===== src/rtl/mult_arb_pkg.sv =====
// mult_arb_pkg: shared state type, index-width helper and default
// parameters for the shared-multiplier arbiter.
package mult_arb_pkg;

    localparam int unsigned DEF_WIDTH   = 8;
    localparam int unsigned DEF_NUM_REQ = 4;
    localparam int unsigned DEF_TIMEOUT = 64;

    typedef enum logic [1:0] {
        ST_IDLE  = 2'd0,
        ST_START = 2'd1,
        ST_WAIT  = 2'd2,
        ST_DONE  = 2'd3
    } arb_state_t;

    // Bits needed to index n items; never less than one bit.
    function automatic int unsigned idx_width(input int unsigned n);
        return (n <= 32'd2) ? 32'd1 : 32'($clog2(n));
    endfunction

endpackage


===== src/rtl/mult_arb_rr_pick.sv =====
// mult_arb_rr_pick: combinational round-robin picker. Finds the first
// asserted request searching upward from (Last+1) mod NUM_REQ with wrap.
module mult_arb_rr_pick
    import mult_arb_pkg::*;
#(
    parameter int unsigned NUM_REQ = DEF_NUM_REQ,
    parameter int unsigned IDX_W   = idx_width(DEF_NUM_REQ)
) (
    input  logic [NUM_REQ-1:0] Req,
    input  logic [IDX_W-1:0]   Last,
    output logic               Any,
    output logic [IDX_W-1:0]   Idx
);

    logic [IDX_W-1:0] cand_idx;

    // Scan farthest-to-nearest so the nearest candidate after Last wins.
    always_comb begin
        Any      = |Req;
        Idx      = '0;
        cand_idx = '0;
        for (int unsigned k = NUM_REQ; k >= 1; k--) begin
            cand_idx = IDX_W'((32'(Last) + k) % NUM_REQ);
            if (Req[cand_idx]) begin
                Idx = cand_idx;
            end
        end
    end

endmodule


===== src/rtl/mult_arbiter.sv =====
// mult_arbiter: round-robin scheduler sharing one sequential multiplier
// between NUM_REQ requesters. Optional macro MULT_ARB_TIMEOUT_EN bounds
// the WAIT state to TIMEOUT cycles and reports expiry on Error.
module mult_arbiter
    import mult_arb_pkg::*;
#(
    parameter int unsigned WIDTH   = DEF_WIDTH,
    parameter int unsigned NUM_REQ = DEF_NUM_REQ,
    parameter int unsigned TIMEOUT = DEF_TIMEOUT
) (
    input  logic                          Clock,
    input  logic                          Reset,
    input  logic [NUM_REQ-1:0]            Req,
    input  logic [NUM_REQ*WIDTH-1:0]      Op_A,
    input  logic [NUM_REQ*WIDTH-1:0]      Op_B,
    output logic [NUM_REQ-1:0]            Done,
    output logic [2*WIDTH-1:0]            Result,
    output logic                          Error,
    output logic                          Busy,
    output logic [idx_width(NUM_REQ)-1:0] Grant_Id,
    output logic                          Mult_Start,
    output logic [WIDTH-1:0]              Mult_A,
    output logic [WIDTH-1:0]              Mult_B,
    input  logic                          Mult_Ready,
    input  logic [2*WIDTH-1:0]            Mult_Product
);

    localparam int unsigned IDX_W = idx_width(NUM_REQ);

    if (NUM_REQ < 2 || TIMEOUT < 2) begin : g_bad_cfg
        $error("mult_arbiter: NUM_REQ and TIMEOUT must both be at least 2");
    end

    arb_state_t       state;
    logic [IDX_W-1:0] last;
    logic             pick_any;
    logic [IDX_W-1:0] pick_idx;
    logic [WIDTH-1:0] sel_a;
    logic [WIDTH-1:0] sel_b;

`ifdef MULT_ARB_TIMEOUT_EN
    localparam int unsigned CNT_W = idx_width(TIMEOUT);
    logic [CNT_W-1:0] wait_cnt;
`else
    assign Error = 1'b0;
`endif

    mult_arb_rr_pick #(
        .NUM_REQ (NUM_REQ),
        .IDX_W   (IDX_W)
    ) u_pick (
        .Req  (Req),
        .Last (last),
        .Any  (pick_any),
        .Idx  (pick_idx)
    );

    // Operand slices of the requester the picker has chosen.
    always_comb begin
        sel_a = '0;
        sel_b = '0;
        for (int unsigned i = 0; i < NUM_REQ; i++) begin
            if (pick_idx == IDX_W'(i)) begin
                sel_a = Op_A[i*WIDTH +: WIDTH];
                sel_b = Op_B[i*WIDTH +: WIDTH];
            end
        end
    end

    // Control FSM; every output is registered on the state transition.
    always_ff @(posedge Clock) begin
        if (!Reset) begin
            state      <= ST_IDLE;
            last       <= IDX_W'(NUM_REQ - 1);
            Done       <= '0;
            Result     <= '0;
            Busy       <= 1'b0;
            Grant_Id   <= '0;
            Mult_Start <= 1'b0;
            Mult_A     <= '0;
            Mult_B     <= '0;
`ifdef MULT_ARB_TIMEOUT_EN
            Error      <= 1'b0;
            wait_cnt   <= '0;
`endif
        end else begin
            case (state)
                ST_IDLE: begin
                    if (pick_any) begin
                        Mult_A     <= sel_a;
                        Mult_B     <= sel_b;
                        Grant_Id   <= pick_idx;
                        Mult_Start <= 1'b1;
                        Busy       <= 1'b1;
                        state      <= ST_START;
                    end
                end
                ST_START: begin
                    Mult_Start <= 1'b0;
                    state      <= ST_WAIT;
`ifdef MULT_ARB_TIMEOUT_EN
                    wait_cnt   <= '0;
`endif
                end
                ST_WAIT: begin
                    if (Mult_Ready) begin
                        Result         <= Mult_Product;
                        Done[Grant_Id] <= 1'b1;
                        state          <= ST_DONE;
                    end
`ifdef MULT_ARB_TIMEOUT_EN
                    else if (wait_cnt == CNT_W'(TIMEOUT - 1)) begin
                        Result         <= '0;
                        Error          <= 1'b1;
                        Done[Grant_Id] <= 1'b1;
                        state          <= ST_DONE;
                    end else begin
                        wait_cnt <= wait_cnt + CNT_W'(1);
                    end
`endif
                end
                ST_DONE: begin
                    Done  <= '0;
                    Busy  <= 1'b0;
                    last  <= Grant_Id;
                    state <= ST_IDLE;
`ifdef MULT_ARB_TIMEOUT_EN
                    Error <= 1'b0;
`endif
                end
                default: state <= ST_IDLE;
            endcase
        end
    end

endmodule


===== config.mk =====
export PLATFORM = sky130hd
export DESIGN_NAME = mult_arbiter
export DESIGN_NICKNAME = d
export VERILOG_FILES = /design/src/rtl/mult_arb_pkg.sv /design/src/rtl/mult_arb_rr_pick.sv /design/src/rtl/mult_arbiter.sv
export SDC_FILE = /design/constraint.sdc
export NUM_CORES = 1
export LEC_CHECK = 0
export ABC_AREA = 1
export CAP_MARGIN = 30
export CORE_MARGIN = 2
export CORE_UTILIZATION = 45
export CTS_BUF_LIST = sky130_fd_sc_hd__clkbuf_8
export CTS_CLUSTER_DIAMETER = 60
export DETAILED_ROUTE_END_ITERATION = 6
export PLACE_DENSITY = 0.88
export SKIP_CTS_REPAIR_TIMING = 1
export SYNTH_ARGS = -nofsm -noshare
export SYNTH_HDL_FRONTEND = slang
export SYNTH_SLANG_ARGS = --single-unit

===== constraint.sdc =====
create_clock -name Clock -period 5.1 [get_ports Clock]
set_input_delay 1.02 -clock Clock [delete_from_list [all_inputs] [get_ports Clock]]
set_output_delay 1.02 -clock Clock [all_outputs]
set_load 0.05 [all_outputs]

==> results.cfg <==
[placed_design]
dp.cells = 537
dp_hpwl_um = 5590
routabilityCongestion = 0.815
port_buffers = 126

[hold_path]
min-delay-start = Mult_B[4]
hp-class = register to register
min_path_cells = 2
min_to = Mult_B[4]

[logic_synthesis]
synthArstFlopShare_pct = 0
ys_types = 31
yosys_warnings = 0
syn_inst = 358
synth_area_um2 = 2580
ys.flop_type = dfxtp_1
synth_nets = 449
synth-seq-cells = 44
avgSynthCellArea_um2 = 7.21
ys_seq_area_share_pct = 34.1
synth_edf_count = 0

[sta]
slew_viol_final = 0
maxSlewHeadroom_pct = 34.3
fin_crit_ns = 3.16
finalSetupViolations = 0
finalClockSkew_ns = 0.00372
hold_viol = 0
rsz0062_at_grt = false
timing.fmax_ghz = 0.316
finalSetupTns_ns = 0
tightest_slew_ns = 0.981
period_share_pct = 62.0

[layout]
nets = 563
final_cell_mix = clkdlybuf4s50_1, nand2_1, dfxtp_1
final_cells = 544
n_fill_cell = 471
layout-drive-gt1-share_pct = 12.5
antenna_cells = 0
multi_input_area_um2 = 1380
mostFrequentLayoutCell = clkdlybuf4s50_1
seqCellArea_um2 = 881
areaGrowthSynthToFinish_pct = 49.7

[power_and_ir_drop]
p_sw_share_pct = 52.9
pwr-share-seq_pct = 24.5
power_frac_clock_pct = 9.2
pwr-share-comb_pct = 66.3
p_int_mw = 1.05
cellPowerDensity_nw_per_um2 = 577
power_leakage_nw = 1.65
p_switching_mw = 1.18
ir_worst_vdd_v = 0.000292

[die]
die_area_um2 = 6360
fp.dieW_um = 79.7
rows = 27
design.core.area_um2 = 5510
io_pins = 128
fp.dieH_um = 79.7
start_util_pct = 46.9

[critical_path]
crit_path_end_kind = register
r2r_slack_ns = 2.61
cp-start-kind = input pin
crit_type = input pin to register
worstPathRequired_ns = 5.34
ff2ff_path_depth = 8
r2r_start = state[0]
worstPathArrival_ns = 3.41
worstPathMaxFanout = 20
rr_endpoint = Grant_Id[1]

[cts]
cts.clk_slew.worst_paths_ns = 0.08
htreeDepth = 2
clockBufferDepth = 2
root_buffer = clkbuf_8
cts_tree = built
clk_latency_ns = 0.30
cts_buffers = 5
clock_sink_count = 44

[routing]
drt-initial-drc-count = 177
num_vias = 2693
drt_pre_antenna_iters = 4
vias_per_cell = 4.95
drt_wl_total_um = 7100
antenna_left = 0
wl_per_cell_um = 13.1
drc = 0

[grt]
grt_antenna_before_repair = 0
grt_pass1_wl_um = 11500
first_global_vias = 2698
grt_max_degree = 33
grt-ovfl-total = 0
grt_use_total_pct = 23.3

[job]
cap_violations = 0

[status]
outcome = finished, final reports clean
cells in the mapped netlist, types with 2 or more instances:
| cell | instances | area, um2 |
|---|---|---|
| nand2_1 | 56 | 210 |
| dfxtp_1 | 44 | 881 |
| o21ai_0 | 41 | 205 |
| inv_1 | 38 | 143 |
| nor2_1 | 37 | 139 |
| nand3_1 | 27 | 135 |
| nand2_2 | 20 | 125 |
| a21oi_1 | 14 | 70.1 |
| o21ai_1 | 13 | 65.1 |
| a21oi_2 | 10 | 87.6 |
| clkbuf_1 | 8 | 30.0 |
| nand2_4 | 7 | 78.8 |
| nand3_2 | 7 | 70.1 |
| buf_6 | 5 | 56.3 |
| nand4_1 | 5 | 31.3 |
| a31oi_1 | 4 | 25.0 |
| ha_1 | 4 | 50.1 |
| buf_4 | 3 | 22.5 |
| inv_2 | 2 | 7.51 |
| inv_6 | 2 | 17.5 |
layer usage:
metal  share of wire (%)  global-route usage, %  routed length (um)  up-vias
met1                  40                   26.0                2870     1191
met3                 8.2                   7.35                 585       10
li1                    -                      -                   -     1388
met2                  50                   41.8                3560      104
met4                 1.3                   7.24                  90        0
met5                   0                      0                   0        -
critical path, stage by stage:
cell	delay, ns
clkdlybuf4s50_1	0.52
nor4_1	0.10
nor2_1	0.75
inv_1	0.58
a21oi_1	0.25
o21ai_0	0.11
inv_1	0.07
metrics by stage:
stage	worst slack, ns	util, %	hold WS (ns)	cell area, um2	total power, mW
4_1_cts	1.93	70.1	0.476	3860	2.24
6_report	1.94	70.1	0.472	3860	2.23
3_3_place_gp	1.77	68.7	0.453	3780	2.01
5_1_grt	1.65	70.1	0.499	3860	2.39
2_1_floorplan	2.80	-	0.490	2580	1.69
3_5_place_dp	1.63	68.7	0.461	3780	2.04
power groups by stage:
stage	clock, mW	combinational, mW	sequential (mW)
after floorplan	0	0.785	0.902
after global placement	0	1.46	0.549
after detailed placement	0	1.49	0.550
after CTS	0.207	1.49	0.546
after global routing	0.223	1.60	0.559
final	0.205	1.48	0.545
flip-flops by register name, indices dropped and copies added (netlist names):
| register | flops |
|---|---|
| Mult_A | 8 |
| Busy | 1 |
| Mult_Start | 1 |
| state | 2 |
| Done | 4 |
| Mult_B | 8 |
| last | 2 |
| Result | 16 |
| Grant_Id | 2 |
kinds of logic after synthesis:
family                     share of synthesized area [%]
and+or+nand+nor                                     33.3
AOI/OAI and AO/OA                                   18.2
buffers and inverters                               12.2
DFF                                                 34.1
adders and majority gates                           1.94
other                                              0.145
how the worst max path moves through the flow:
stage | start | to | cells past startpoint
final | Req[1] | Grant_Id[1] | 7
after global routing | Req[1] | Grant_Id[0] | 7
after CTS | Req[1] | Grant_Id[1] | 7
after detailed placement | Req[1] | Grant_Id[1] | 7
after global placement | Req[1] | Grant_Id[0] | 7
after floorplan | Req[3] | Mult_B[5] | 12
layout make-up:
class	instances	share of cell area, %
clock buffer	5	1.78
sequential	44	22.8
multi-input combinational	253	35.8
timing repair buffer	126	32.7
inverter	42	4.34
tap	72	2.33
clock inverter	2	0.227
(Power assumes the default switching activity.)
